<file path="config.mk">
export PLATFORM = sky130hd
export DESIGN_NAME = router_pkt_tx_flat
export DESIGN_NICKNAME = d
export VERILOG_FILES = /design/src/rtl/router_pkt_tx_if.sv /design/src/rtl/router_pkt_tx.sv /design/src/flat_wrapper.sv
export SDC_FILE = /design/constraint.sdc
export NUM_CORES = 1
export LEC_CHECK = 0
export ABC_AREA = 0
export BUFFER_PORTS_ARGS = -buffer_cell sky130_fd_sc_hd__buf_2
export CAP_MARGIN = 20
export CORE_MARGIN = 2
export CORE_UTILIZATION = 38
export CTS_CLUSTER_SIZE = 28
export DETAILED_ROUTE_END_ITERATION = 8
export PLACE_DENSITY_LB_ADDON = 0.1
export SYNTH_ARGS = -nofsm -noshare
export SYNTH_HDL_FRONTEND = slang
export SYNTH_SLANG_ARGS = --single-unit
</file>
<file path="constraint.sdc">
create_clock -name clk -period 2.8 [get_ports clk]
set_input_delay 0.28 -clock clk [delete_from_list [all_inputs] [get_ports clk]]
set_output_delay 0.28 -clock clk [all_outputs]
set_load 0.01 [all_outputs]
</file>
<file path="src/rtl/router_pkt_tx_if.sv">
// router_pkt_tx_if: command, payload and router-side signals of the packet transmitter.
// master = source/router side (drives start/payload/busy), slave = transmitter.
interface router_pkt_tx_if;
  logic       start;
  logic [1:0] dest_addr;
  logic [5:0] payload_len;
  logic       cmd_ready;
  logic [7:0] pl_data;
  logic       pl_valid;
  logic       pl_ready;
  logic       busy;
  logic [7:0] data_out;
  logic       pkt_valid;
  logic       tx_done;
  logic       cmd_err;

  modport master (
    output start, dest_addr, payload_len,
    output pl_data, pl_valid, busy,
    input  cmd_ready, pl_ready,
    input  data_out, pkt_valid, tx_done, cmd_err
  );

  modport slave (
    input  start, dest_addr, payload_len,
    input  pl_data, pl_valid, busy,
    output cmd_ready, pl_ready,
    output data_out, pkt_valid, tx_done, cmd_err
  );
endinterface

</file>
<file path="src/rtl/router_pkt_tx.sv">
// router_pkt_tx: buffers a payload, then sends header, payload and XOR parity to a router.
// Ports: clk, reset (sync, active-high), bus (router_pkt_tx_if.slave).
module router_pkt_tx #(
  parameter int MAX_LEN = 63
) (
  input  logic clk,
  input  logic reset,
  router_pkt_tx_if.slave bus
);

  typedef enum logic [2:0] {
    S_IDLE,
    S_LOAD,
    S_HEADER,
    S_PAYLOAD,
    S_PARITY,
    S_DONE
  } state_t;

  localparam logic [6:0] MAX_L = 7'(MAX_LEN);

  state_t     state;
  logic [5:0] len_q;
  logic [1:0] addr_q;
  logic [5:0] wr_ptr;
  logic [5:0] rd_ptr;
  logic [7:0] par_q;
  logic [7:0] dout_q;
  logic       pv_q;
  logic       done_q;
  logic       err_q;

  logic [7:0] buf_mem [MAX_LEN];

  logic       cmd_ok;
  logic       take;
  logic [5:0] wr_nxt;

  assign cmd_ok = (bus.dest_addr != 2'd3)
               && (bus.payload_len != 6'd0)
               && ({1'b0, bus.payload_len} <= MAX_L);
  assign take   = (state == S_LOAD) && bus.pl_valid;
  assign wr_nxt = wr_ptr + 6'd1;

  assign bus.cmd_ready = (state == S_IDLE);
  assign bus.pl_ready  = (state == S_LOAD);
  assign bus.data_out  = dout_q;
  assign bus.pkt_valid = pv_q;
  assign bus.tx_done   = done_q;
  assign bus.cmd_err   = err_q;

  // Buffer is deliberately never cleared; stale bytes are never read
  // because rd_ptr is bounded by the latched length.
  always_ff @(posedge clk) begin
    if (take) buf_mem[wr_ptr] <= bus.pl_data;
  end

  always_ff @(posedge clk) begin
    if (reset) begin
      state  <= S_IDLE;
      len_q  <= '0;
      addr_q <= '0;
      wr_ptr <= '0;
      rd_ptr <= '0;
      par_q  <= '0;
      dout_q <= '0;
      pv_q   <= 1'b0;
      done_q <= 1'b0;
      err_q  <= 1'b0;
    end else begin
      done_q <= 1'b0;
      err_q  <= 1'b0;
      unique case (state)
        S_IDLE: begin
          if (bus.start) begin
            if (cmd_ok) begin
              len_q  <= bus.payload_len;
              addr_q <= bus.dest_addr;
              wr_ptr <= '0;
              // Header byte seeds the running parity.
              par_q  <= {bus.payload_len, bus.dest_addr};
              state  <= S_LOAD;
            end else begin
              err_q  <= 1'b1;
            end
          end
        end
        S_LOAD: begin
          if (take) begin
            wr_ptr <= wr_nxt;
            par_q  <= par_q ^ bus.pl_data;
            if (wr_nxt == len_q) begin
              dout_q <= {len_q, addr_q};
              pv_q   <= 1'b1;
              state  <= S_HEADER;
            end
          end
        end
        S_HEADER: begin
          if (!bus.busy) begin
            dout_q <= buf_mem[0];
            rd_ptr <= 6'd1;
            state  <= S_PAYLOAD;
          end
        end
        S_PAYLOAD: begin
          // rd_ptr is one past the byte currently on data_out.
          if (!bus.busy) begin
            if (rd_ptr == len_q) begin
              dout_q <= par_q;
              pv_q   <= 1'b0;
              state  <= S_PARITY;
            end else begin
              dout_q <= buf_mem[rd_ptr];
              rd_ptr <= rd_ptr + 6'd1;
            end
          end
        end
        S_PARITY: begin
          if (!bus.busy) begin
            dout_q <= '0;
            done_q <= 1'b1;
            state  <= S_DONE;
          end
        end
        S_DONE: begin
          state <= S_IDLE;
        end
        default: state <= S_IDLE;
      endcase
    end
  end

endmodule

</file>
<file path="src/flat_wrapper.sv">
// flat-port wrapper written by rule: the top's interface ports become plain ports
module router_pkt_tx_flat 
#(
  parameter int MAX_LEN = 63
)
  (clk, reset, bus_start, bus_dest_addr, bus_payload_len, bus_pl_data, bus_pl_valid, bus_busy, bus_cmd_ready, bus_pl_ready, bus_data_out, bus_pkt_valid, bus_tx_done, bus_cmd_err);
  router_pkt_tx_if bus_i ();
  input  logic clk;
  input  logic reset;
  input wire logic [$bits(bus_i.start)-1:0] bus_start;
  input wire logic [$bits(bus_i.dest_addr)-1:0] bus_dest_addr;
  input wire logic [$bits(bus_i.payload_len)-1:0] bus_payload_len;
  input wire logic [$bits(bus_i.pl_data)-1:0] bus_pl_data;
  input wire logic [$bits(bus_i.pl_valid)-1:0] bus_pl_valid;
  input wire logic [$bits(bus_i.busy)-1:0] bus_busy;
  output wire logic [$bits(bus_i.cmd_ready)-1:0] bus_cmd_ready;
  output wire logic [$bits(bus_i.pl_ready)-1:0] bus_pl_ready;
  output wire logic [$bits(bus_i.data_out)-1:0] bus_data_out;
  output wire logic [$bits(bus_i.pkt_valid)-1:0] bus_pkt_valid;
  output wire logic [$bits(bus_i.tx_done)-1:0] bus_tx_done;
  output wire logic [$bits(bus_i.cmd_err)-1:0] bus_cmd_err;
  assign bus_i.start = bus_start;
  assign bus_i.dest_addr = bus_dest_addr;
  assign bus_i.payload_len = bus_payload_len;
  assign bus_i.pl_data = bus_pl_data;
  assign bus_i.pl_valid = bus_pl_valid;
  assign bus_i.busy = bus_busy;
  assign bus_cmd_ready = bus_i.cmd_ready;
  assign bus_pl_ready = bus_i.pl_ready;
  assign bus_data_out = bus_i.data_out;
  assign bus_pkt_valid = bus_i.pkt_valid;
  assign bus_tx_done = bus_i.tx_done;
  assign bus_cmd_err = bus_i.cmd_err;
  router_pkt_tx #(.MAX_LEN(MAX_LEN)) u_core (.clk(clk), .reset(reset), .bus(bus_i));
endmodule
</file>
==> results of run 1 <==
## area by class of cell
class                      instances  area share
clock inverter                    36      0.0159
timing repair buffer             176      0.0546
sequential                       552       0.617
tap                              765      0.0367
inverter                          11     0.00158
clock buffer                      71      0.0575
antenna                            1   0.0000958
multi-input combinational        710       0.217
## sequential cells by signal, indices dropped and copies added, names as in the netlist, 2 cells and up, named ones only
register / cells
u_core.buf_mem: 504
u_core.addr_q: 2
u_core.bus.data_out: 8
u_core.par_q: 8
u_core.wr_ptr: 6
u_core.len_q: 6
u_core.rd_ptr: 6
u_core.state: 3
## what timing repair did
item / in CTS / in global routing
endpoints found under the hold margin: 10 / 0
setup endpoints to repair: 0 / 0
hold buffers: 10 / 0
## power by group through the flow
stage	Clock (mW)	Sequential [mW]	Combinational [mW]
detailed placement	0	9.24	0.613
CTS	7.96	9.07	0.626
floorplan	0	9.23	0.303
finish	7.78	9.07	0.621
global placement	0	9.24	0.606
global route	8.28	9.07	0.682
## cell usage after synthesis, types with 3 or more instances
cell	instances	area (um^2)
nand3b_1	4	30.0
a222oi_1	3	30.0
o21ai_1	9	45.0
nand4_1	3	18.8
or2_2	3	18.8
clkbuf_1	17	63.8
and2_1	5	31.3
nor3_1	14	70.1
buf_4	19	143
a22oi_1	66	495
a211oi_1	3	22.5
or3_1	4	25.0
a31oi_1	7	43.8
edfxtp_1	504	15100
xnor2_1	12	105
nand3_1	27	135
a22o_1	11	96.3
nor2b_1	9	56.3
nand2b_1	8	50.1
mux4_2	57	1280
nor2_1	119	447
nand2_1	38	143
and3_1	4	25.0
o211ai_1	6	45.0
nor4_1	4	25.0
xor2_1	7	61.3
o22ai_1	11	68.8
buf_6	10	113
dfxtp_1	48	961
nor3b_1	9	67.6
mux2i_1	157	1570
o21ai_0	20	100
inv_1	10	37.5
buf_2	25	125
a21oi_1	69	345
## path summary, 6_finish.rpt
kind | from | cells past startpoint | endpoint | slack (ns)
max | flop | 9 | u_core.bus.data_out[2]$_SDFFE_PP0P_ | 0.27
min reg2reg | u_core.bus.pkt_valid$_SDFFE_PP0P_ | 2 | u_core.bus.pkt_valid$_SDFFE_PP0P_ | 0.51
max reg2reg | flop | 9 | u_core.bus.data_out[2]$_SDFFE_PP0P_ | 0.27
min | bus_pl_data[2] | 1 | u_core.buf_mem[33][2]$_DFFE_PP_ | 0.06
## stage by stage
stage | util | total power, mW | cells
3_5_place_dp | 0.417 | 9.86 | 2204
3_3_place_gp | 0.417 | 9.85 | 2204
4_1_cts | 0.452 | 17.7 | 2321
6_report | 0.452 | 17.5 | 2322
2_1_floorplan | - | 9.53 | 1348
5_1_grt | 0.452 | 18.0 | 2321
## routing by layer
metal | GRT usage | vias to the layer above | share of wire
li1 | - | 5631 | -
met5 | 0 | - | 0
met1 | 0.258 | 6282 | 0.45
met3 | 0.0254 | 82 | 0.034
met2 | 0.325 | 236 | 0.50
met4 | 0.0592 | 0 | 0.024
## critical path: cells and delay by family, from the launching register on
kind / cells / cell delay [ns]
AO/OA/AOI/OAI: 5 / 0.96
buffers and inverters: 2 / 0.48
flip-flops: 1 / 0.61
AND/OR/NAND/NOR: 2 / 0.34
## kinds of logic after synthesis
family	share of synthesized area
AO/OA/AOI/OAI	0.0631
flip-flops	0.722
adder cells (fa/ha/maj)	0.00112
XOR/XNOR	0.00747
AND/OR/NAND/NOR	0.0540
multiplexers	0.128
buffers and inverters	0.0239
==> reports/metrics.cfg, run 1 <==
[status]
outcome = completed

[global_route]
globalRouteTotalUtil = 0.192
grt_antenna_before_repair = 0
overflow = 0
grt_pass1_vias = 12605
grt_max_degree = 52
grt_pass1_wl_um = 84900

[sta]
relSlewSlack = 0.469
hold_viol = 0
finClkSkew_ns = 0.0347
slew_viol_final = 0
worst_slew_pin_slew_ns = 0.795
finalSetupViolCount = 0
period_share = 0.905
tns_ns = 0
fin_hold_ws_ns = 0.0610
rsz0062_at_grt = false
fin_ws_ns = 0.265
period_needed_ns = 2.53
fmax_mhz = 394

[pwr]
power_density_nw_per_um2 = 669
clockPowerShare = 0.445
p_sw_frac = 0.208
comb_power_share = 0.036
vdd_drop_max_uv = 505
switching_power_mw = 3.63
leakage_nw = 8.30
p_int_mw = 13.8
p_seq_frac = 0.519

[critical_path]
crit_type = flop to flop
critPathRequiredTime_ns = 3.31
crit_path_top_delay_cell = dfxtp_4
worstPathMaxFanout = 19
crit_path_end_kind = flop
slowest_delay_ns = 0.61
path_cells = nor2b_2, buf_4, buf_4, a22oi_1, a21oi_1, nor4_1, a222oi_1, a21oi_1, a22o_1
arrival_ns = 3.05
worstSetupStartpointType = flop

[placement]
pre_cts_slack_ns = 0.269
io_buffers = 33
hpwlAfterDp_um = 37500
placed_area_um2 = 24100
gp_congestion = 0.817

[yosys]
ys_types = 55
ys_seq_area_frac = 0.722
ys_warn_count = 0
synthesis.instances = 1348
synthArstFlopShare = 0
synth.avg_cell_area_um2 = 16.5
syn_nets = 1371
syn-cell-area_um2 = 22300
ys_ff_latch = 552
synth_edf_count = 504
synth_top_flop_cell = edfxtp_1

[clocking]
cts_tree = built
clk_latency_ns = 0.62
cts_buffers = 58
cts_max_level = 2
cts_setup_buffers = 0
cts_resized = 0
clk_pin_slew_worst_paths_ns = 0.06
clock-sinks = 552
clk_path_buf_depth = 3
cts-root-buf = clkbuf_16

[drt]
wire_per_inst_um = 24.8
remaining_drc_errors = 0
routed_wirelength_um = 57500
vias_per_cell = 5.27
antenna_left = 0
drt_iter0_drc = 833
vias = 12231
drt_first_pass_iters = 5

[final_layout]
final_common_cell = edfxtp_1
fillers = 5078
mostFrequentLayoutCells = 504 x edfxtp_1, 157 x mux2i_1, 120 x buf_4, 119 x nor2_1, 69 x a21oi_1
drive_gt1_frac = 0.209
num-nets-final = 1532
multi_input_comb_area_um2 = 5660
syn_to_final_growth_pct = 17.2
fin_area_um2 = 26100
seqCellArea_um2 = 16100

[floorplan]
start_util = 0.386
rows = 88
die_w_um = 246
fp.coreArea_um2 = 57800
io_pins = 34
die_h_um = 246
die-area_um2 = 60600

[min_path]
hp-class = input pin to flop

[job]
cap_violations = 0

No activity file was read; power rests on OpenSTA's default activity.
==> inputs of run 2 (changes only) <==
--- a/config.mk
+++ b/config.mk
@@ -9,7 +9,7 @@
 export BUFFER_PORTS_ARGS = -buffer_cell sky130_fd_sc_hd__buf_2
 export CAP_MARGIN = 20
 export CORE_MARGIN = 2
-export CORE_UTILIZATION = 38
+export CORE_UTILIZATION = 40
 export CTS_CLUSTER_SIZE = 28
 export DETAILED_ROUTE_END_ITERATION = 8
 export PLACE_DENSITY_LB_ADDON = 0.1
==> run 2 against run 1 <==
  * Setup slack lost 0.0012 ns
  * Wire length grew 1.4%
  * Combinational power is 2% lower
  * Clock-buffer cell count is 4 higher
==> reports/metrics.cfg, run 2 (synthesized netlist as in run 1, its figures left out) <==
[status]
outcome = completed

[final_layout]
antenna_cells = 0
mostFrequentLayoutCells = 504 x edfxtp_1, 157 x mux2i_1, 119 x nor2_1, 112 x buf_4, 69 x a21oi_1
syn_to_final_growth_pct = 17.1
fillers = 4786
drive_gt1_frac = 0.206
top_register = u_core.buf_mem
num-nets-final = 1530
largest_register_ffs = 504
seqCellArea_um2 = 16100
multi_input_comb_area_um2 = 5670
final_common_cell = edfxtp_1

[floorplan]
die_w_um = 240
start_util = 0.405
die_h_um = 240
rows = 86
io_pins = 34
fp.coreArea_um2 = 55100
die-area_um2 = 57600

[drt]
remaining_drc_errors = 0
drt_first_pass_iters = 5
vias_per_cell = 5.42
antenna_left = 0
wire_per_inst_um = 25.3
routed_wirelength_um = 58300
vias = 12481
drt_iter0_drc = 1017

[placement]
io_buffers = 33
gp_congestion = 0.803
hpwlAfterDp_um = 37900

[pwr]
p_int_mw = 13.6
clockPowerShare = 0.438
p_sw_frac = 0.208
comb_power_share = 0.035
power_density_nw_per_um2 = 660
leakage_nw = 8.28
vdd_drop_max_uv = 452
switching_power_mw = 3.59
p_seq_frac = 0.527

[global_route]
grt_pass1_vias = 12745
grt_max_degree = 58
grt_antenna_before_repair = 2
globalRouteTotalUtil = 0.206
grt_pass1_wl_um = 85800
overflow = 0

[sta]
finClkSkew_ns = 0.0199
slew_viol_final = 0
worst_slew_pin_slew_ns = 0.804
hold_viol = 0
period_share = 0.906
period_needed_ns = 2.54
finalSetupViolCount = 0
fin_hold_ws_ns = 0.184
tns_ns = 0
relSlewSlack = 0.462
rsz0062_at_grt = false
fmax_mhz = 394

[clocking]
cts-root-buf = clkbuf_16
cts_setup_buffers = 0
cts_tree = built
clock-sinks = 552
clk_pin_slew_worst_paths_ns = 0.06
cts_buffers = 58
clk_path_buf_depth = 3
cts_max_level = 2
clk_latency_ns = 0.61

[critical_path]
cp_common_cell = a21oi_1
critPathRequiredTime_ns = 3.30
arrival_ns = 3.04
crit_path_top_delay_cell = dfxtp_4
path_cells = buf_12, mux2i_1, a22oi_1, a21oi_1, nor4_1, a222oi_1, a21oi_1, a22o_1
worstPathMaxFanout = 28
crit_path_end_kind = flop
worstSetupStartpointType = flop
crit_type = flop to flop
slowest_delay_ns = 0.52

[min_path]
hp-class = input pin to flop

[job]
cap_violations = 0

-- run 2: area by class of cell --
class | count | area share
clock buffer | 75 | 0.0608
sequential | 552 | 0.617
multi-input combinational | 710 | 0.217
timing repair buffer | 174 | 0.0566
inverter | 11 | 0.00158
clock inverter | 33 | 0.0108
tap | 748 | 0.0359
-- run 2: routing by layer --
layer / GRT usage / up-vias / share of wire
met5: 0 / - / 0
met1: 0.284 / 6477 / 0.45
met2: 0.342 / 283 / 0.49
met3: 0.0272 / 94 / 0.044
li1: - / 5627 / -
met4: 0.0606 / 0 / 0.025
-- run 2: worst max-delay path: cells and delay by family, from the launching register on --
kind | cells | cell delay, ns
multiplexers | 1 | 0.21
AO/OA/AOI/OAI | 5 | 1.26
flip-flops | 1 | 0.52
AND/OR/NAND/NOR | 1 | 0.15
buffers and inverters | 1 | 0.27
-- run 2: path summary, 6_finish.rpt --
path                                  startpoint                             endpoint  slack (ns)  cells past startpoint
max                                         flop  u_core.bus.data_out[5]$_SDFFE_PP0P_        0.26                      8
max reg2reg                                 flop  u_core.bus.data_out[5]$_SDFFE_PP0P_        0.26                      8
min reg2reg  u_core.bus.data_out[4]$_SDFFE_PP0P_  u_core.bus.data_out[4]$_SDFFE_PP0P_        0.48                      1
min                               bus_pl_data[5]      u_core.buf_mem[55][5]$_DFFE_PP_        0.18                      1
-- run 2: metrics by stage --
stage                     std cells   util  worst slack [ns]  instance area [um^2]  total power, mW
after floorplan                1348      -             0.623                 22300             9.53
after global placement         2184  0.438             0.204                 24100             9.84
after detailed placement       2184  0.438             0.214                 24100             9.85
after CTS                      2303  0.474             0.200                 26100             17.4
after global routing           2303  0.474             0.106                 26100             17.8
final                          2303  0.474             0.264                 26100             17.2
-- run 2: what timing repair did --
item | 4_1_cts | 5_1_grt
endpoints found under the hold margin | 14 | 0
gates resized for setup | 0 | 1
setup endpoints to repair | 0 | 1
hold buffers | 11 | 0
-- run 2: power groups by stage --
stage	Sequential, mW	Clock, mW	Combinational [mW]
after floorplan	9.23	0	0.303
after global placement	9.25	0	0.592
after detailed placement	9.25	0	0.600
after CTS	9.08	7.71	0.614
after global routing	9.08	8.04	0.670
final	9.08	7.54	0.611
==> inputs of run 3 (changes only) <==
--- a/config.mk
+++ b/config.mk
@@ -9,10 +9,12 @@
 export BUFFER_PORTS_ARGS = -buffer_cell sky130_fd_sc_hd__buf_2
 export CAP_MARGIN = 20
 export CORE_MARGIN = 2
-export CORE_UTILIZATION = 40
+export CORE_UTILIZATION = 55
 export CTS_CLUSTER_SIZE = 28
 export DETAILED_ROUTE_END_ITERATION = 8
+export GPL_TIMING_DRIVEN = 0
 export PLACE_DENSITY_LB_ADDON = 0.1
+export SETUP_SLACK_MARGIN = 0.4
 export SYNTH_ARGS = -nofsm -noshare
 export SYNTH_HDL_FRONTEND = slang
 export SYNTH_SLANG_ARGS = --single-unit
==> run 3 against run 2 <==
  * Design area is 3.0% higher
  * Total power decreased by 3.8%
  * First-iteration DRC count grew 52%
  * Utilization up 20 points
  * Clock power decreased by 9.5%
  * Global-route usage is 7.7 points higher
  * Clock skew is 0.0050 ns lower
  * Cell count decreased by 9.7%
  * Clock-buffer cell count fell by 7
==> reports/metrics.cfg, run 3 (synthesized netlist as in run 1, its figures left out) <==
[clocking]
cts_tree = built
clk_pin_slew_worst_paths_ns = 0.07
clk_latency_ns = 0.61
cts_max_level = 2
cts_buffers = 54
clock-sinks = 552
clk_path_buf_depth = 3
cts-root-buf = clkbuf_16

[sta]
relSlewSlack = 0.366
worst_slew_pin_slew_ns = 0.951
finalSetupViolCount = 0
period_needed_ns = 2.44
fmax_mhz = 410
hold_viol = 0
fin_ws_ns = 0.360
rsz0062_at_grt = true
finClkSkew_ns = 0.0149
period_share = 0.872
slew_viol_final = 0

[final_layout]
largest_register_ffs = 504
syn_to_final_growth_pct = 20.6
num-nets-final = 1535
drive_gt1_frac = 0.281
final_cells = 2079
fin_area_um2 = 26900
mostFrequentLayoutCells = 504 x edfxtp_1, 144 x mux2i_1, 66 x nor2_4, 59 x a21oi_1, 58 x a22oi_1
top_register = u_core.buf_mem
final_common_cell = edfxtp_1
postLayoutCoreUtil = 0.675

[job]
cap_violations = 0

[pwr]
p_int_mw = 13.0
comb_power_share = 0.041
leakage_nw = 8.37
p_seq_frac = 0.547
vdd_drop_max_uv = 484
power_density_nw_per_um2 = 617
clockPowerShare = 0.411
p_sw_frac = 0.216
switching_power_mw = 3.58

[drt]
vias = 13153
remaining_drc_errors = 0
drt_first_pass_iters = 6
vias_per_cell = 6.33
drt_iter0_drc = 1544
wire_per_inst_um = 28.3
antenna_left = 0
routed_wirelength_um = 58700

[critical_path]
critPathRequiredTime_ns = 3.35
slowest_delay_ns = 0.51
crit_path_end_kind = flop
worstSetupStartpointType = flop
crit_path_top_delay_cell = nor4_2
arrival_ns = 2.99
crit_type = flop to flop
cpLargestDelayFamily = compound AO/OA/AOI/OAI gates
worstPathMaxFanout = 10
cp.buffers_inverters = 3
path_cells = buf_6, and2_1, buf_4, buf_6, a22oi_2, a21oi_1, nor4_2, a222oi_1, a21oi_1, a22o_1

[min_path]
hp-class = input pin to flop

[floorplan]
die_h_um = 205
io_pins = 34
rows = 73
die-area_um2 = 42100
die_w_um = 205
start_util = 0.560
fp.coreArea_um2 = 39800

[global_route]
grt_pass1_vias = 12600
grt_max_degree = 66
globalRouteTotalUtil = 0.283
overflow = 0
grt_antenna_before_repair = 0
grt_pass1_wl_um = 84600

[placement]
dp.cells = 1913
pre_cts_slack_ns = -0.723
hpwlAfterDp_um = 37500
placed_area_um2 = 23300
io_buffers = 33
gp_congestion = 0.911

[status]
outcome = completed

==> run 3: cell count changes in the layout (fill, tap and decap cells not counted), moves of 12 or more <==
cell and delta:
buf_4 -73, buf_6 +16, nor2_1 -67, nor2_4 +65
buf_12 +23, mux2i_1 -13, buf_2 +17, clkbuf_1 +12
==> run 3: layout make-up <==
type / count / area [um^2]
antenna: 1 / 2.50
buffer: 74 / 654
clock buffer: 68 / 1410
clock inverter: 29 / 205
fill: 2723 / 13000
inverter: 11 / 41.3
multi-input combinational: 710 / 6550
sequential: 552 / 16100
tap: 525 / 657
timing repair buffer: 109 / 1240
==> run 3: worst paths after layout <==
path                                       start                                   to  slack, ns  cells past startpoint
max                                         flop  u_core.bus.data_out[7]$_SDFFE_PP0P_       0.36                     10
max reg2reg                                 flop  u_core.bus.data_out[7]$_SDFFE_PP0P_       0.36                     10
min reg2reg  u_core.bus.data_out[3]$_SDFFE_PP0P_  u_core.bus.data_out[3]$_SDFFE_PP0P_       0.47                      1
min                                 bus_pl_valid         u_core.state[1]$_SDFFE_PP0P_       0.14                      5
==> run 3: per-layer routing <==
layer	global-route usage	up-vias	wire (um)
met5	0	-	0
met4	0.0961	0	1780
met3	0.0475	118	5490
met2	0.435	715	27200
met1	0.414	6654	24300
li1	-	5666	-
==> run 3: timing repair <==
action                     in CTS  in global routing
resized for setup             226                 44
pin swaps                      29                 30
buffers inserted               27                 31
setup endpoints to repair     512                438
hold buffers                   10                  0
hold endpoints to repair       10                  0
==> run 3: power by group through the flow <==
stage	registers (mW)	logic [mW]	clock network, mW
3_3_place_gp	9.24	0.556	0
5_1_grt	9.07	0.734	7.19
4_1_cts	9.06	0.644	6.85
3_5_place_dp	9.24	0.597	0
6_report	9.07	0.687	6.82
2_1_floorplan	9.23	0.303	0
==> run 3: worst reg2reg max path, cell delays in order (launching register included) <==
cell and delay (ns):
dfxtp_1 0.31, buf_6 0.15, and2_1 0.17, buf_4 0.19, buf_6 0.17, a22oi_2 0.17, a21oi_1 0.13, nor4_2 0.51
a222oi_1 0.19, a21oi_1 0.25, a22o_1 0.16
==> run 3: stage by stage <==
step | hold slack (ns) | total power [mW] | setup TNS (ns)
floorplan | 0.359 | 9.53 | 0
global placement | 0.460 | 9.80 | -194.81
detailed placement | 0.459 | 9.84 | -228.53
CTS | 0.128 | 16.6 | 0
global route | 0.145 | 17.0 | 0
finish | 0.142 | 16.6 | 0
